### src/rtl/spm_dma.sv
// Block-transfer engine on the SPM access port: fills, copies or verifies a word range.
// Read data is sampled on the rising edge that closes the read access cycle.
module spm_dma #(
  parameter int SPM_ADDR_W = 12,
  parameter int DATA_W     = 32
) (
  input  logic                  clk,
  input  logic                  rst_n,
  input  logic                  start,
  input  logic [1:0]            mode,
  input  logic [SPM_ADDR_W-1:0] src_addr,
  input  logic [SPM_ADDR_W-1:0] dst_addr,
  input  logic [SPM_ADDR_W:0]   len,
  input  logic [DATA_W-1:0]     pattern,
  input  logic [DATA_W-1:0]     step,
  output logic                  busy,
  output logic                  done,
  output logic [SPM_ADDR_W:0]   err_cnt,
  output logic [SPM_ADDR_W-1:0] first_err_addr,
  output logic [SPM_ADDR_W-1:0] if_spm_addr,
  output logic                  if_spm_as_,
  output logic                  if_spm_rw,
  output logic [DATA_W-1:0]     if_spm_wr_data,
  input  logic [DATA_W-1:0]     if_spm_rd_data
);

  localparam logic ENABLE_  = 1'b0;
  localparam logic DISABLE_ = 1'b1;
  localparam logic READ     = 1'b1;
  localparam logic WRITE    = 1'b0;

  typedef enum logic [2:0] {IDLE, FILL, COPY_RD, COPY_WR, CHK_RD, CHK_LAST, DONE} state_e;
  typedef enum logic [1:0] {MODE_FILL, MODE_COPY, MODE_CHECK, MODE_RSVD} mode_e;

  state_e                state;
  logic [SPM_ADDR_W-1:0] src_q, dst_q, cmp_addr;
  logic [SPM_ADDR_W:0]   len_q, idx, idx_nxt;
  logic [DATA_W-1:0]     step_q, acc, acc_nxt, rd_q, exp_q;
  logic                  cmp_vld, last, mismatch;

  always_comb begin
    idx_nxt  = idx + (SPM_ADDR_W+1)'(1);
    acc_nxt  = acc + step_q;
    last     = (idx == len_q - (SPM_ADDR_W+1)'(1));
    mismatch = cmp_vld && (rd_q != exp_q);
  end

  always_ff @(posedge clk or negedge rst_n) begin
    if (!rst_n) begin
      state          <= IDLE;
      busy           <= 1'b0;
      done           <= 1'b0;
      err_cnt        <= '0;
      first_err_addr <= '0;
      if_spm_addr    <= '0;
      if_spm_as_     <= DISABLE_;
      if_spm_rw      <= READ;
      if_spm_wr_data <= '0;
      src_q          <= '0;
      dst_q          <= '0;
      len_q          <= '0;
      idx            <= '0;
      step_q         <= '0;
      acc            <= '0;
      rd_q           <= '0;
      exp_q          <= '0;
      cmp_addr       <= '0;
      cmp_vld        <= 1'b0;
    end else begin
      done    <= 1'b0;
      cmp_vld <= 1'b0;
      // Compare is one cycle behind the read that fetched the word
      if (mismatch) begin
        err_cnt <= err_cnt + (SPM_ADDR_W+1)'(1);
        if (err_cnt == '0) first_err_addr <= cmp_addr;
      end
      unique case (state)
        IDLE: if (start) begin
          src_q          <= src_addr;
          dst_q          <= dst_addr;
          len_q          <= len;
          step_q         <= step;
          acc            <= pattern;
          idx            <= '0;
          err_cnt        <= '0;
          first_err_addr <= '0;
          if (len == '0 || mode_e'(mode) == MODE_RSVD) begin
            done  <= 1'b1;
            state <= DONE;
          end else begin
            busy       <= 1'b1;
            if_spm_as_ <= ENABLE_;
            case (mode_e'(mode))
              MODE_FILL: begin
                state          <= FILL;
                if_spm_rw      <= WRITE;
                if_spm_addr    <= dst_addr;
                if_spm_wr_data <= pattern;
              end
              MODE_COPY: begin
                state       <= COPY_RD;
                if_spm_rw   <= READ;
                if_spm_addr <= src_addr;
              end
              default: begin
                state       <= CHK_RD;
                if_spm_rw   <= READ;
                if_spm_addr <= src_addr;
              end
            endcase
          end
        end
        FILL: begin
          if (last) begin
            if_spm_as_ <= DISABLE_;
            if_spm_rw  <= READ;
            busy       <= 1'b0;
            done       <= 1'b1;
            state      <= DONE;
          end else begin
            idx            <= idx_nxt;
            acc            <= acc_nxt;
            if_spm_addr    <= if_spm_addr + SPM_ADDR_W'(1);
            if_spm_wr_data <= acc_nxt;
          end
        end
        COPY_RD: begin
          if_spm_rw      <= WRITE;
          if_spm_addr    <= dst_q + idx[SPM_ADDR_W-1:0];
          if_spm_wr_data <= if_spm_rd_data;
          state          <= COPY_WR;
        end
        COPY_WR: begin
          if (last) begin
            if_spm_as_ <= DISABLE_;
            if_spm_rw  <= READ;
            busy       <= 1'b0;
            done       <= 1'b1;
            state      <= DONE;
          end else begin
            idx         <= idx_nxt;
            if_spm_rw   <= READ;
            if_spm_addr <= src_q + idx_nxt[SPM_ADDR_W-1:0];
            state       <= COPY_RD;
          end
        end
        CHK_RD: begin
          rd_q     <= if_spm_rd_data;
          exp_q    <= acc;
          cmp_addr <= if_spm_addr;
          cmp_vld  <= 1'b1;
          acc      <= acc_nxt;
          if (last) begin
            if_spm_as_ <= DISABLE_;
            state      <= CHK_LAST;
          end else begin
            idx         <= idx_nxt;
            if_spm_addr <= if_spm_addr + SPM_ADDR_W'(1);
          end
        end
        CHK_LAST: begin
          busy  <= 1'b0;
          done  <= 1'b1;
          state <= DONE;
        end
        DONE:    state <= IDLE;
        default: state <= IDLE;
      endcase
    end
  end

endmodule

### config.mk
export PLATFORM = sky130hd
export DESIGN_NAME = spm_dma
export DESIGN_NICKNAME = d
export VERILOG_FILES = /design/src/rtl/spm_dma.sv
export SDC_FILE = /design/constraint.sdc
export NUM_CORES = 1
export LEC_CHECK = 0
export CAP_MARGIN = 20
export CORE_MARGIN = 10
export CORE_UTILIZATION = 25
export CTS_CLUSTER_DIAMETER = 200
export DETAILED_ROUTE_END_ITERATION = 6
export PLACE_DENSITY = 0.39
export SLEW_MARGIN = 20
export SYNTH_ARGS = -nofsm -noshare
export SYNTH_HDL_FRONTEND = slang
export SYNTH_SLANG_ARGS = --single-unit
### constraint.sdc
create_clock -name clk -period 4.1 [get_ports clk]
set_clock_uncertainty 0.15 [all_clocks]
set_input_delay 0.82 -clock clk [delete_from_list [all_inputs] [get_ports clk]]
set_output_delay 0.82 -clock clk [all_outputs]
set_load 0.05 [all_outputs]
* After elaboration in Yosys (flattened, before gate mapping)
Cells that the tools add are included.
** Word-level totals
- Bits of input ports :: 138
- Bits in registers :: 267
- Output and inout bits :: 73
** Cells by class
- Equal/unequal tests :: 20
- Muxes and demuxes :: 47
- Reductions and logical operators :: 24
- Add/subtract/negate cells :: 7
** Operators by type and width (count)
- $pmux W32 S3 :: 2
- $mux W32 :: 5
- $mux W12 :: 9
- $mux W13 :: 5
- $pmux W12 S4 :: 1
- $add A32 B32 Y32 :: 1
- $ne A32 B32 Y1 :: 1
- $add A13 B1 Y13 const B :: 2
- $logic_not A13 Y1 :: 2
- $pmux W13 S2 :: 1
- $add A12 B12 Y12 :: 2
- $pmux W3 S6 :: 1
- $ne A2 B2 Y1 const B :: 8
- $mux W3 :: 5
- $eq A13 B13 Y1 :: 1
- $mux W1 :: 13
- $sub A13 B1 Y13 const B :: 1
- $add A12 B1 Y12 const B :: 1
- $reduce_and A4 Y1 :: 3
- $reduce_and A5 Y1 :: 2
- $reduce_and A3 Y1 :: 3
- $reduce_bool A3 Y1 :: 3
- $reduce_bool A4 Y1 :: 2
- $eq A3 B2 Y1 const B :: 2
- other kinds (17) :: 22

* Longest topological paths before layout
- Depth after elaboration :: 5
- Mapped depth :: 14
- Depth with buffers taken out :: 14

* Worst setup path after synthesis
OpenSTA, ideal clock, no wires.
- Path type :: register -> register
- From :: register len_q[0]
- To :: register if_spm_addr[9]
- Path slack :: 0.731 ns
- Data arrival time :: 3.098 ns
- Setup time :: 0.121 ns
- Cell stages (with the launch flop) :: 15
- Buffers on the path :: 3
- Period minus slack after synthesis :: 3.369 ns
- Cell sequence :: dfrtp_1 inv_1 ha_1 buf_2 or4b_4 or3_1 a2111oi_2 and4_4 nand4b_4 o21ai_2 and2_1 buf_4 buf_6 nor2_1 a22o_1
** Between the ends
- Cells in the longest elaborated chain, start to end :: 4
** Ends and longest elaborated chain
- start: declaration :: line 37 : logic [SPM_ADDR_W:0] len_q, idx, idx_nxt;
- start signal: assignment :: line 81 : len_q <= len;
- $sub A13 B1 Y13 (*) :: line 44 : last = (idx == len_q - (SPM_ADDR_W+1)'(1));
- $eq A13 B13 Y1 (*) :: line 44
- $ne A2 B2 Y1 (no source line)
- $reduce_and A5 Y1 (no source line) (*)
- end signal: assignment :: line 97 : if_spm_addr <= dst_addr;
- end signal: assignment :: line 103 : if_spm_addr <= src_addr;
- end signal: assignment :: line 108 : if_spm_addr <= src_addr;
- end: declaration :: line 20 : output logic [SPM_ADDR_W-1:0] if_spm_addr,
Every way passes the cells marked *; elsewhere a longest branch is shown, timed or not.
A chain may end at the register's enable or synchronous reset.

* Worst setup path in the final report
- From :: register len_q[0]
- To :: register idx[11]
** Between the ends
- Cells in the longest elaborated chain, start to end :: 4
** Ends and longest elaborated chain
- $sub A13 B1 Y13 :: line 44
- $eq A13 B13 Y1 :: line 44
- $ne A2 B2 Y1 (no source line)
- $reduce_and A3 Y1 (no source line)
- end signal: assignment :: line 121 : idx <= idx_nxt;
- end signal: assignment :: line 141 : idx <= idx_nxt;
- end signal: assignment :: line 157 : idx <= idx_nxt;
- end: declaration :: line 37
Every way passes these cells.

==> metrics <==
outcome completed; Nets 2218; Initial Util 25.3%; FP Rows 90; post-route cell area 19600 sq um; CTS Sinks 267; initial antenna violation count 2; fraction of final layout cells sized beyond drive strength 1 5.68%; clk buf depth 3; Clk Latency, worst-skew pair 560 ps; Least-Margin Pin Slew 1040 ps; Flop pwr share 26.9%; CTS Buf Count 37; most frequent cells in the layout 546 x nand2_1, 265 x dfrtp_1, 209 x clkdlybuf4s50_1, 164 x nor2_1, 82 x a21oi_1; relative slew slack 30.2%; synthesized cell area 15300 sq um; Slew Viols, Final 0; initial DRC count 864; via count 13.6k; Int Pwr 0.00974 W; Main synth FF type dfrtp_1; RSZ-0062 raised after global routing no; delay-heaviest family, CP simple AND/OR/NAND/NOR gates; slowest stage delay, CP 540 ps; Seq cells post-synth 267; critical path class register to register; routed wire length per instance 20.7 microns; number of synthesized flops with an enable pin 0; asr flop ratio synth 100%; CTS tree done; gr ovfl total 0; Via density 4.80; commonest non-fill, non-tap cell in the layout nand2_1; register area share after synthesis 43.6%; gr usage total 16.2%; hold_buf cts 0; Clk network pwr share 17.0%; Reg clk slew, reported paths 60 ps; Post-CTS Resized 0; part of the power in combinational logic 56.1%; Startpoint Class register; DRC Markers 0; crit end category register; Fin Setup TNS 0 ps; core area 60600 sq um; CP bufs+invs 2; peak fanout along the critical path 9; hpwl dp 43400 microns; die area 71600 sq um; die width 268 microns; H-tree levels 2; Post CTS Setup Buffer Count 0; port bufs 210; Ys Warns 0; Syn-to-layout area delta 27.9%; max_cap viols 0; post-synth net total 2027; CP required 4400 ps; RD Place Congestion 0.895; CTS Root Cell clkbuf_16; Post-Route WL 58500 microns; Critical Path AT 4060 ps; Slowest-stage cell, CP or4b_4; Hold Vio Cnt, Final 0; peak ir drop on the vdd network 357 uV; Lkg Pwr 8.87 nW; Tcrit/Tclk final 91.8%; Hold WC Path Type input port to async pin; Final setup viols 0; Mapped Cells 1826; Psw 0.00896 W; first-pass GRT wire length 89000 microns; Die H 268 microns; Post-DRT Antenna Nets 0; syn avg cell area 8.39 sq um; IO Count 211; min cycle time layout 3760 ps; net switching fraction of the power 47.9%; vias in the first global route 14.0k; Cell Area, Placed 18400 sq um; PwrDens 954 nW/um^2; post-synth cell types 71; Fmax 0.266 GHz; drt first pass iters 6; Cell Chain, Critical Path inv_1 > ha_1 > or4b_4 > or3_1 > a2111oi_2 > and4_4 > nand4b_4 > o21ai_2 > buf_4 > and2_1 > o21ai_0 > o31ai_1; largest net degree at the start of global routing 90
[power groups by stage]
stage	combinational (W)	clock, W	sequential, W
6_report	0.0105	0.00318	0.00502
3_5_place_dp	0.0105	0	0.00508
4_1_cts	0.0106	0.00331	0.00505
5_1_grt	0.0116	0.00342	0.00519
3_3_place_gp	0.0105	0	0.00507
2_1_floorplan	0.00632	0	0.00559
[state kept, by name (all words and copies together), names as in the netlist, 3 cells and up]
signal / cells
acc: 32
exp_q: 32
if_spm_wr_data: 32
rd_q: 32
step_q: 32
err_cnt: 13
idx: 13
len_q: 13
cmp_addr: 12
dst_q: 12
first_err_addr: 12
if_spm_addr: 12
src_q: 12
state: 3
[worst reg2reg max path, cell delays in order (launching register included)]
cell and delay, ps:
dfrtp_1 430, inv_1 100, ha_1 310, or4b_4 540, or3_1 380, a2111oi_2 370, and4_4 330, nand4b_4 180
o21ai_2 160, buf_4 200, and2_1 280, o21ai_0 140, o31ai_1 90
[path summary, 6_finish.rpt]
path                                         start                      end  slack, ps  cells past startpoint
max                           len_q[0]$_DFFE_PN0P_      idx[11]$_DFFE_PN0P_        340                     12
min                                          rst_n   step_q[25]$_DFFE_PN0P_        100                      1
max reg2reg                   len_q[0]$_DFFE_PN0P_      idx[11]$_DFFE_PN0P_        340                     12
min reg2reg                cmp_addr[9]$_DFFE_PN0P_  cmp_addr[9]$_DFFE_PN0P_        330                      2
max in group asynchronous                    rst_n     src_q[1]$_DFFE_PN0P_       2720                      2
min in group clk           cmp_addr[9]$_DFFE_PN0P_  cmp_addr[9]$_DFFE_PN0P_        330                      2
[synth_stat cells (5+ instances only)]
cell type	instances	area, sq um
a22o_1	6	52.6
and3_1	17	106
o21a_1	19	143
o31ai_1	6	45.0
buf_1	13	48.8
a31oi_1	33	206
or3_1	14	87.6
xnor2_1	79	692
xor2_1	44	385
o21bai_1	5	37.5
nor2_1	166	623
nand2b_1	13	81.3
a21o_1	26	195
nand2_1	548	2060
o21ai_0	63	315
dfrtp_1	265	6630
o22ai_1	8	50.1
a211oi_1	6	45.0
nand4_1	17	106
nor3_1	23	115
a22oi_1	19	143
nand3_1	37	185
clkbuf_1	70	263
a21oi_1	82	410
buf_2	8	40.0
mux2i_1	25	250
ha_1	60	751
o211ai_1	20	150
inv_1	21	78.8
or2_2	5	31.3
nor4_1	10	62.6
and2_1	14	87.6
a221oi_1	18	158
[logic make-up (layout without fill, tap and decap cells)]
| group | Yosys count | in the layout | synth area share (%) |
|---|---|---|---|
| AOI/OAI and AO/OA | 345 | 345 | 14.8 |
| xor gates and xnor gates | 123 | 123 | 7.03 |
| adders and majority gates | 63 | 63 | 5.29 |
| buffers and inverters | 115 | 331 | 2.96 |
| DFF | 267 | 267 | 43.6 |
| muxes | 30 | 30 | 2.07 |
| other | 0 | 1 | 0 |
| and+or+nand+nor | 883 | 883 | 24.3 |
[layout make-up]
class | count | area (sq um)
clock buffer | 56 | 1060
inverter | 22 | 82.6
sequential | 267 | 6680
tap | 782 | 978
multi-input combinational | 1444 | 8240
clock inverter | 8 | 119
timing repair buffer | 245 | 2430
fill | 6414 | 41000
antenna | 1 | 2.50
[stage by stage]
step	utilization (%)	power, W	worst slack, ps	hold WS, ps	std cells
2_1_floorplan	-	0.0119	731	296	1826
3_3_place_gp	30.4	0.0156	431	313	2760
3_5_place_dp	30.4	0.0156	326	316	2760
4_1_cts	32.3	0.0190	336	112	2824
5_1_grt	32.3	0.0202	60.8	128	2824
6_report	32.3	0.0187	337	95.4	2825
[per-layer routing]
layer  vias up  routed length (microns)  GRT usage (%)  share of wire [%]
li1       6634                        -              -                  -
met5         -                       21              0              0.036
met1      6539                    27300           21.9                 47
met3        78                     2930           3.20                5.0
met4         4                     1400           4.27                2.4
met2       304                    26800           25.9                 46
(Power assumes the default switching activity.)
